**config.mk**
```make
export PLATFORM = sky130hd
export DESIGN_NAME = adder_share_sched
export DESIGN_NICKNAME = d
export VERILOG_FILES = /design/src/rtl/adder_share_sched.sv
export SDC_FILE = /design/constraint.sdc
export NUM_CORES = 1
export LEC_CHECK = 0
export CORE_MARGIN = 5
export CORE_UTILIZATION = 48
export DETAILED_ROUTE_END_ITERATION = 8
export PLACE_DENSITY_LB_ADDON = 0.3
export SLEW_MARGIN = 30
export SYNTH_ARGS = -nofsm -noshare
export SYNTH_HDL_FRONTEND = slang
export SYNTH_SLANG_ARGS = --single-unit
```
**constraint.sdc**
```tcl
create_clock -name clk -period 4 [get_ports clk]
set_input_delay 0.6 -clock clk [delete_from_list [all_inputs] [get_ports clk]]
set_output_delay 0.6 -clock clk [all_outputs]
set_load 0.005 [all_outputs]
```
**src/rtl/adder_share_sched.sv**
```systemverilog
// Round-robin scheduler that shares one SLICE-bit adder among NREQ requesters.
// Each WIDTH-bit add is ripple-issued one slice per cycle, LSB first, with a registered carry.
module adder_share_sched #(
    parameter int unsigned WIDTH = 32,
    parameter int unsigned SLICE = 8,
    parameter int unsigned NREQ  = 2,
    localparam int unsigned IDW  = (NREQ > 1) ? $clog2(NREQ) : 1
) (
    input  logic                  clk,
    input  logic                  rst,
    input  logic [NREQ-1:0]       req_valid,
    output logic [NREQ-1:0]       req_ready,
    input  logic [NREQ*WIDTH-1:0] req_a,
    input  logic [NREQ*WIDTH-1:0] req_b,
    output logic                  rsp_valid,
    input  logic                  rsp_ready,
    output logic [WIDTH-1:0]      rsp_sum,
    output logic                  rsp_cout,
    output logic [IDW-1:0]        rsp_id
);

    localparam int unsigned NSLICE = WIDTH / SLICE;
    localparam int unsigned IXW    = (NSLICE > 1) ? $clog2(NSLICE) : 1;
    localparam logic [IXW-1:0] LAST_IDX = IXW'(NSLICE - 1);
    localparam logic [IDW-1:0] LAST_REQ = IDW'(NREQ - 1);

    typedef enum logic [1:0] {StIdle, StRun, StDone} state_e;

    state_e           state_q, state_d;
    logic [WIDTH-1:0] a_q, a_d;
    logic [WIDTH-1:0] b_q, b_d;
    logic [WIDTH-1:0] acc_q, acc_d;
    logic [WIDTH-1:0] sum_q, sum_d;
    logic [IDW-1:0]   owner_q, owner_d;
    logic [IDW-1:0]   last_q, last_d;
    logic [IDW-1:0]   id_q, id_d;
    logic [IXW-1:0]   idx_q, idx_d;
    logic             carry_q, carry_d;
    logic             cout_q, cout_d;
    logic             valid_q, valid_d;

    logic             gnt_found;
    logic [IDW-1:0]   gnt_idx;
    logic [IDW-1:0]   cand;
    logic [31:0]      slice_base;
    logic [SLICE:0]   slice_sum;

    // Search starts one past the last served requester and wraps modulo NREQ.
    always_comb begin
        gnt_found = 1'b0;
        gnt_idx   = '0;
        cand      = '0;
        for (int unsigned k = 1; k <= NREQ; k++) begin
            cand = IDW'((32'(last_q) + k) % NREQ);
            if (!gnt_found && req_valid[cand]) begin
                gnt_found = 1'b1;
                gnt_idx   = cand;
            end
        end
    end

    always_comb begin
        req_ready = '0;
        if (state_q == StIdle && gnt_found) begin
            req_ready[gnt_idx] = 1'b1;
        end
    end

    assign slice_base = 32'(idx_q) * SLICE;
    assign slice_sum  = {1'b0, a_q[slice_base +: SLICE]} + {1'b0, b_q[slice_base +: SLICE]}
                      + {{SLICE{1'b0}}, carry_q};

    always_comb begin
        state_d = state_q;
        a_d     = a_q;
        b_d     = b_q;
        acc_d   = acc_q;
        sum_d   = sum_q;
        owner_d = owner_q;
        last_d  = last_q;
        id_d    = id_q;
        idx_d   = idx_q;
        carry_d = carry_q;
        cout_d  = cout_q;
        valid_d = valid_q;
        unique case (state_q)
            StIdle: begin
                if (gnt_found) begin
                    a_d     = req_a[32'(gnt_idx) * WIDTH +: WIDTH];
                    b_d     = req_b[32'(gnt_idx) * WIDTH +: WIDTH];
                    owner_d = gnt_idx;
                    carry_d = 1'b0;
                    idx_d   = '0;
                    state_d = StRun;
                end
            end
            StRun: begin
                acc_d[slice_base +: SLICE] = slice_sum[SLICE-1:0];
                carry_d = slice_sum[SLICE];
                idx_d   = idx_q + IXW'(1);
                if (idx_q == LAST_IDX) begin
                    // Publish into a separate register so rsp_sum only moves on completion.
                    sum_d   = acc_d;
                    cout_d  = slice_sum[SLICE];
                    id_d    = owner_q;
                    valid_d = 1'b1;
                    state_d = StDone;
                end
            end
            StDone: begin
                if (rsp_ready) begin
                    valid_d = 1'b0;
                    last_d  = id_q;
                    state_d = StIdle;
                end
            end
            default: state_d = StIdle;
        endcase
    end

    always_ff @(posedge clk) begin
        if (rst) begin
            state_q <= StIdle;
            a_q     <= '0;
            b_q     <= '0;
            acc_q   <= '0;
            sum_q   <= '0;
            owner_q <= '0;
            last_q  <= LAST_REQ;
            id_q    <= '0;
            idx_q   <= '0;
            carry_q <= 1'b0;
            cout_q  <= 1'b0;
            valid_q <= 1'b0;
        end else begin
            state_q <= state_d;
            a_q     <= a_d;
            b_q     <= b_d;
            acc_q   <= acc_d;
            sum_q   <= sum_d;
            owner_q <= owner_d;
            last_q  <= last_d;
            id_q    <= id_d;
            idx_q   <= idx_d;
            carry_q <= carry_d;
            cout_q  <= cout_d;
            valid_q <= valid_d;
        end
    end

    assign rsp_valid = valid_q;
    assign rsp_sum   = sum_q;
    assign rsp_cout  = cout_q;
    assign rsp_id    = id_q;

    ready_onehot0: assert property (@(posedge clk) disable iff (rst) $onehot0(req_ready));

endmodule
```
==> flow_metrics.py, run 1 <==
metrics = {
    "power_and_ir_drop": {
        "ir_drop_uv": 265,
        "power_density_nw_per_um2": 468,
        "leakage_nw": 3.07,
        "p_total_mw": 3.95,
    },
    "min_path": {
        "worstHoldStart": "acc_q[31]$_SDFFE_PP0P_",
        "hp-class": "reg -> reg",
    },
    "routing": {
        "wl_um": 18700,
        "antenna_left": 0,
        "drc": 2,
        "vias": 5779,
        "via_per_inst": 6.16,
        "routedWlPerCell_um": 19.9,
        "first_pass_iters": 9,
        "drt_iter0_drc": 802,
    },
    "cts": {
        "root_buffer": "clkbuf_16",
        "worstSkewPairLatency_ns": 0.43,
        "cts_buffers": 17,
        "cts_resized": 0,
        "cts_tree": "built",
        "cts_hold_buffers": 0,
        "clk_pin_slew_ns": 0.06,
        "clockBufferDepth": 2,
        "cts_sinks": 138,
        "cts_setup_buffers": 0,
        "cts_htree_levels": 4,
    },
    "synthesis": {
        "synth_area_leaders": "dfxtp_1 46%, a222oi_1 11%, nor2_1 8.4%",
        "syn_area_per_cell_sq_um": 9.72,
        "synth_ff_type": "dfxtp_1",
        "synth_edf_count": 0,
        "synth_cell_types": 47,
        "synth_top_area_share_pct": 46.5,
        "synth_seq_cells": 138,
        "yosys-top-cells-count": "138 x dfxtp_1, 133 x nor2_1, 64 x a222oi_1, 39 x clkbuf_1, 25 x a22oi_1",
        "synth_fp_nets": 760,
        "syn_area_sq_um": 5950,
        "ys_seq_area_share_pct": 46.5,
        "yosys.area.top_type": "dfxtp_1",
        "yosysMostFrequentCell": "dfxtp_1",
        "postSynthCellCount": 612,
        "yosysWarnings": 0,
        "async_flop_share_pct": 0,
    },
    "placement": {
        "portBuffers": 169,
        "dpl-instance-area_sq_um": 7740,
        "place_hpwl_um": 13100,
        "gp_congestion": 0.878,
    },
    "worst_setup_path": {
        "cp-start-kind": "flip-flop",
        "cp_data_required_time_ns": 4.27,
        "reg2reg_from": "idx_q[0]$_SDFFE_PP0P_",
        "worstSetupStartpoint": "idx_q[0]$_SDFFE_PP0P_",
        "critical_path_peak_fanout": 8,
        "crit_path_end_kind": "flip-flop",
        "slowest_stage": "or4_1",
        "critPathArrivalTime_ns": 3.67,
        "cp_cell_sequence": "mux4_2 -> fa_1 -> fa_1 -> a21oi_2 -> nor3_1 -> or4_1 -> a221oi_2 -> nor3_1",
        "cpPeakStageDelay_ns": 0.70,
        "path_class": "reg -> reg",
    },
    "sta": {
        "tns_ns": 0,
        "report.final.hold_viol_count": 0,
        "max_freq_ghz": 0.295,
        "layout_min_cycle_time_ns": 3.39,
        "period_share_pct": 84.9,
        "drv_slew": 0,
        "rsz0062_at_grt": "false",
        "finalSetupViolations": 0,
        "whs_ns": 0.458,
        "maxSlewHeadroom_pct": 34.2,
        "clock_skew_ns": 0.00863,
        "worst_pin_slew_ns": 0.979,
    },
    "final_layout": {
        "syn_to_final_growth_pct": 41.8,
        "finalInstanceArea_sq_um": 8430,
        "n_antenna_cell": 0,
        "layout.nets": 905,
        "drive_gt1_share_pct": 9.74,
    },
    "floorplanning": {
        "die_h_um": 121,
        "core_sq_um": 12100,
        "boundaryPins": 170,
        "die_x_um": 121,
        "num_rows": 40,
        "dieArea_sq_um": 14700,
        "start_util_pct": 49.3,
    },
    "global_route": {
        "grt_pass1_wl_um": 29600,
        "antenna_found_initial": 0,
        "first_global_vias": 5702,
        "grt_max_degree": 72,
        "gr-total-overflow": 0,
        "grt_usage_pct": 25.3,
    },
    "flow_run": {
        "maxCapViolations": 0,
    },
    "outcome": {
        "status": "complete, but fails checks",
        "violations": "DRC",
    },
}
==> logic make-up after synthesis <==
logic type / after synthesis / synth area share [%]
and+or+nand+nor: 199 / 14.4
buffers and inverters: 63 / 4.31
xor gates and xnor gates: 4 / 0.589
AOI/OAI and AO/OA: 176 / 24.6
adders and majority gates: 15 / 3.41
muxes: 17 / 6.23
DFF: 138 / 46.5
==> area by class of cell <==
class / count / area [sq um]
clock buffers: 21 / 470
clock inverters: 11 / 215
fillers: 902 / 3630
inverters: 8 / 30.0
multi-input cells: 411 / 2960
flip-flops and latches: 138 / 2760
well taps: 168 / 210
repair buffers: 181 / 1780
==> metrics by stage <==
step	utilization, %	cells	worst slack (ns)
finish	69.9	938	0.605
global route	69.9	938	0.429
CTS	69.8	938	0.611
detailed placement	64.1	906	0.641
global placement	64.1	906	0.703
floorplan	-	612	0.593
==> power by group <==
part / internal, mW / total, mW / switching [mW] / leakage [nW]
logic: 0.297 / 0.639 / 0.342 / 1.61
registers: 1.45 / 1.50 / 0.0491 / 1.13
clock network: 1.22 / 1.81 / 0.591 / 0.333
==> critical path: cells and delay by family (launching register included) <==
kind	cells	cell delay, ns
multiplexers	1	0.55
flip-flops	1	0.42
adder cells (fa/ha/maj)	2	0.91
AND/OR/NAND/NOR	3	0.85
AO/OA/AOI/OAI	2	0.51
==> per-layer routing <==
metal  up-vias  track usage (%)  part of all wire, %
met1      2731             30.9                   38
met5         -                0                    0
li1       2670                -                    -
met3        47             6.39                  8.9
met2       331             41.8                   50
met4         0             12.2                  3.2
==> final timing paths <==
kind                                                  to  slack, ns  cells after the start
worst max-delay path            rsp_sum[14]$_SDFFE_PP0P_       0.61                      8
worst min-delay path              acc_q[31]$_SDFFE_PP0P_       0.46                      2
worst max register to register  rsp_sum[14]$_SDFFE_PP0P_       0.61                      8
worst min register to register    acc_q[31]$_SDFFE_PP0P_       0.46                      2
==> flip-flops by register name, indices dropped and copies added (netlist names) <==
| name | flops |
|---|---|
| rsp_cout | 1 |
| last_q | 1 |
| owner_q | 1 |
| rsp_valid | 1 |
| rsp_id | 1 |
| state_q | 2 |
| a_q | 32 |
| rsp_sum | 32 |
| idx_q | 2 |
| carry_q | 1 |
| b_q | 32 |
| acc_q | 32 |
==> cell usage in the layout, fill, tap and decap left out, types with 3 or more instances in the layout <==
cell type,count
mux4_2,16
buf_4,13
clkbuf_8,3
a32oi_1,3
ha_1,13
inv_1,6
nand3_1,3
a221oi_2,4
nor2_1,133
a21oi_1,21
nand2_1,21
a221oi_1,15
nor3_1,22
a222oi_1,64
bufinv_16,6
a22oi_1,25
dfxtp_1,138
clkbuf_16,17
clkdlybuf4s50_1,168
a211oi_1,23
nand2b_1,5
o21ai_0,9
No activity file was read; power rests on OpenSTA's default activity.
==> inputs of run 2 (changes only) <==
Clock period 4 ns to 3.4 ns, I/O delays scaled along.
==> flow_metrics.py, run 2 (synthesis results as in run 1) <==
metrics = {
    "outcome": {
        "status": "completed",
    },
    "sta": {
        "layout_min_cycle_time_ns": 3.25,
        "worst_pin_slew_ns": 0.832,
        "max_freq_ghz": 0.308,
        "report.final.hold_viol_count": 0,
        "whs_ns": 0.455,
        "maxSlewHeadroom_pct": 44.6,
        "clock_skew_ns": 0.0100,
        "finalSetupViolations": 0,
        "rsz0062_at_grt": "false",
        "drv_slew": 0,
        "period_share_pct": 95.6,
    },
    "final_layout": {
        "syn_to_final_growth_pct": 40.9,
        "layout_commonest_cell": "clkdlybuf4s50_1",
        "fillCellCount": 910,
        "n_antenna_cell": 0,
        "drive_gt1_share_pct": 10.3,
        "fin_util_pct": 69.5,
        "final_cell_mix": "168 x clkdlybuf4s50_1, 137 x dfxtp_1, 133 x nor2_1",
        "layout.nets": 910,
    },
    "floorplanning": {
        "num_rows": 40,
        "die_h_um": 121,
        "core_sq_um": 12100,
        "boundaryPins": 170,
        "die_x_um": 121,
        "dieArea_sq_um": 14700,
        "start_util_pct": 49.3,
    },
    "placement": {
        "place_hpwl_um": 13100,
        "portBuffers": 169,
        "gp_congestion": 0.841,
    },
    "power_and_ir_drop": {
        "clkPwrFrac_pct": 41.5,
        "comb_power_share_pct": 17.6,
        "ir_drop_uv": 397,
        "leakage_nw": 3.03,
        "p_seq_share_pct": 40.8,
        "p_sw_mw": 1.18,
        "internal_power_mw": 3.16,
        "power_density_nw_per_um2": 517,
        "swShare_pct": 27.1,
    },
    "routing": {
        "antenna_left": 0,
        "first_pass_iters": 7,
        "wl_um": 18500,
        "drt_iter0_drc": 719,
        "via_per_inst": 6.10,
        "routedWlPerCell_um": 19.6,
        "vias": 5752,
        "drc": 0,
    },
    "cts": {
        "cts_setup_buffers": 0,
        "root_buffer": "clkbuf_16",
        "cts_buffers": 17,
        "clockBufferDepth": 2,
        "worstSkewPairLatency_ns": 0.41,
        "cts_sinks": 138,
        "cts_tree": "built",
        "cts_hold_buffers": 0,
        "clk_pin_slew_ns": 0.06,
        "cts_htree_levels": 4,
    },
    "flow_run": {
        "maxCapViolations": 0,
    },
    "worst_setup_path": {
        "reg2reg_to": "acc_q[4]$_SDFFE_PP0P_",
        "crit_path_end_kind": "flip-flop",
        "path_class": "reg -> reg",
        "cp_cell_sequence": "mux4_2 -> fa_1 -> fa_1 -> a21o_2 -> a21oi_1 -> xnor2_1 -> a22oi_1 -> a211oi_1",
        "critical_path_peak_fanout": 6,
        "path_common_cell": "fa_1",
        "r2r_slack_ns": 0.15,
        "worstPathBufferInverterCount": 0,
        "rr_worst_depth": 8,
        "critical_path.top_delay_family": "compound AO/OA/AOI/OAI gates",
        "cp_data_required_time_ns": 3.70,
        "slowest_stage": "mux4_2",
        "cp-start-kind": "flip-flop",
        "cpPeakStageDelay_ns": 0.52,
        "reg2reg_from": "idx_q[0]$_SDFFE_PP0P_",
        "critPathArrivalTime_ns": 3.55,
    },
    "min_path": {
        "hold_path_depth": 2,
        "worstHoldStart": "acc_q[7]$_SDFFE_PP0P_",
        "hold_end": "acc_q[7]$_SDFFE_PP0P_",
        "hp-class": "reg -> reg",
    },
    "global_route": {
        "grt_usage_pct": 25.1,
        "antenna_found_initial": 0,
        "grt_max_degree": 85,
        "grt_pass1_wl_um": 29600,
        "first_global_vias": 5817,
        "gr-total-overflow": 0,
    },
}
[run 2: cell count changes in the layout (fill, tap and decap cells not counted), moves of 2 or more]
cell / delta
buf_4: +4
bufinv_16: -4
inv_6: +4
clkbuf_8: -3
clkinvlp_4: +3
clkbuf_1: +2
[run 2: power by group through the flow]
stage	Sequential, mW	Clock, mW	Combinational [mW]
6_report	1.77	1.80	0.765
5_1_grt	1.78	1.90	0.824
4_1_cts	1.77	1.81	0.751
3_5_place_dp	1.80	0	0.740
3_3_place_gp	1.80	0	0.715
2_1_floorplan	1.77	0	0.451
[run 2: worst register-to-register path, cell delays in order (launching register included)]
cell,delay [ns]
dfxtp_2,0.38
mux4_2,0.52
fa_1,0.47
fa_1,0.47
a21o_2,0.24
a21oi_1,0.18
xnor2_1,0.34
a22oi_1,0.20
a211oi_1,0.34
[run 2: worst max path at each step]
stage	startpoint	endpoint	cells after the start
6_report	idx_q[0]$_SDFFE_PP0P_	acc_q[4]$_SDFFE_PP0P_	8
5_1_grt	idx_q[0]$_SDFFE_PP0P_	rsp_sum[23]$_SDFFE_PP0P_	8
4_1_cts	idx_q[0]$_SDFFE_PP0P_	rsp_sum[14]$_SDFFE_PP0P_	8
3_5_place_dp	idx_q[0]$_SDFFE_PP0P_	rsp_sum[14]$_SDFFE_PP0P_	8
3_3_place_gp	idx_q[0]$_SDFFE_PP0P_	rsp_sum[22]$_SDFFE_PP0P_	8
2_1_floorplan	idx_q[0]$_SDFFE_PP0P_	rsp_sum[14]$_SDFFE_PP0P_	10
[run 2: repair_timing]
item                                   CTS  global route
endpoints found under the hold margin    0             0
pin swaps                                0             0
setup endpoints to repair                2            10
gates resized for setup                  1             2
[run 2: final cells by class]
type                            instances  area (sq um)  share of cell area [%]
Clock buffer                           20           437                    5.21
Timing Repair Buffer                  186          1830                    21.8
Tap cell                              168           210                    2.51
Multi-Input combinational cell        411          2970                    35.4
Clock inverter                         12           139                    1.66
Inverter                                8          30.0                   0.358
Sequential cell                       138          2760                    33.0
[run 2: metrics by stage]
step	setup TNS [ns]	worst slack (ns)	cells	cell area (sq um)	power, mW
floorplan	0	0.0669	612	5950	2.22
global placement	0	0.0938	911	7790	2.51
detailed placement	-0.00847	-0.00847	911	7790	2.54
CTS	0	0.106	943	8370	4.33
global route	0	0.0466	943	8380	4.49
finish	0	0.150	943	8380	4.33
[run 2: per-layer routing]
layer  track usage (%)  share of wire, %
met2              41.0                49
met4              11.8               3.7
met3              5.50               8.6
met1              31.5                39
met5                 0                 0
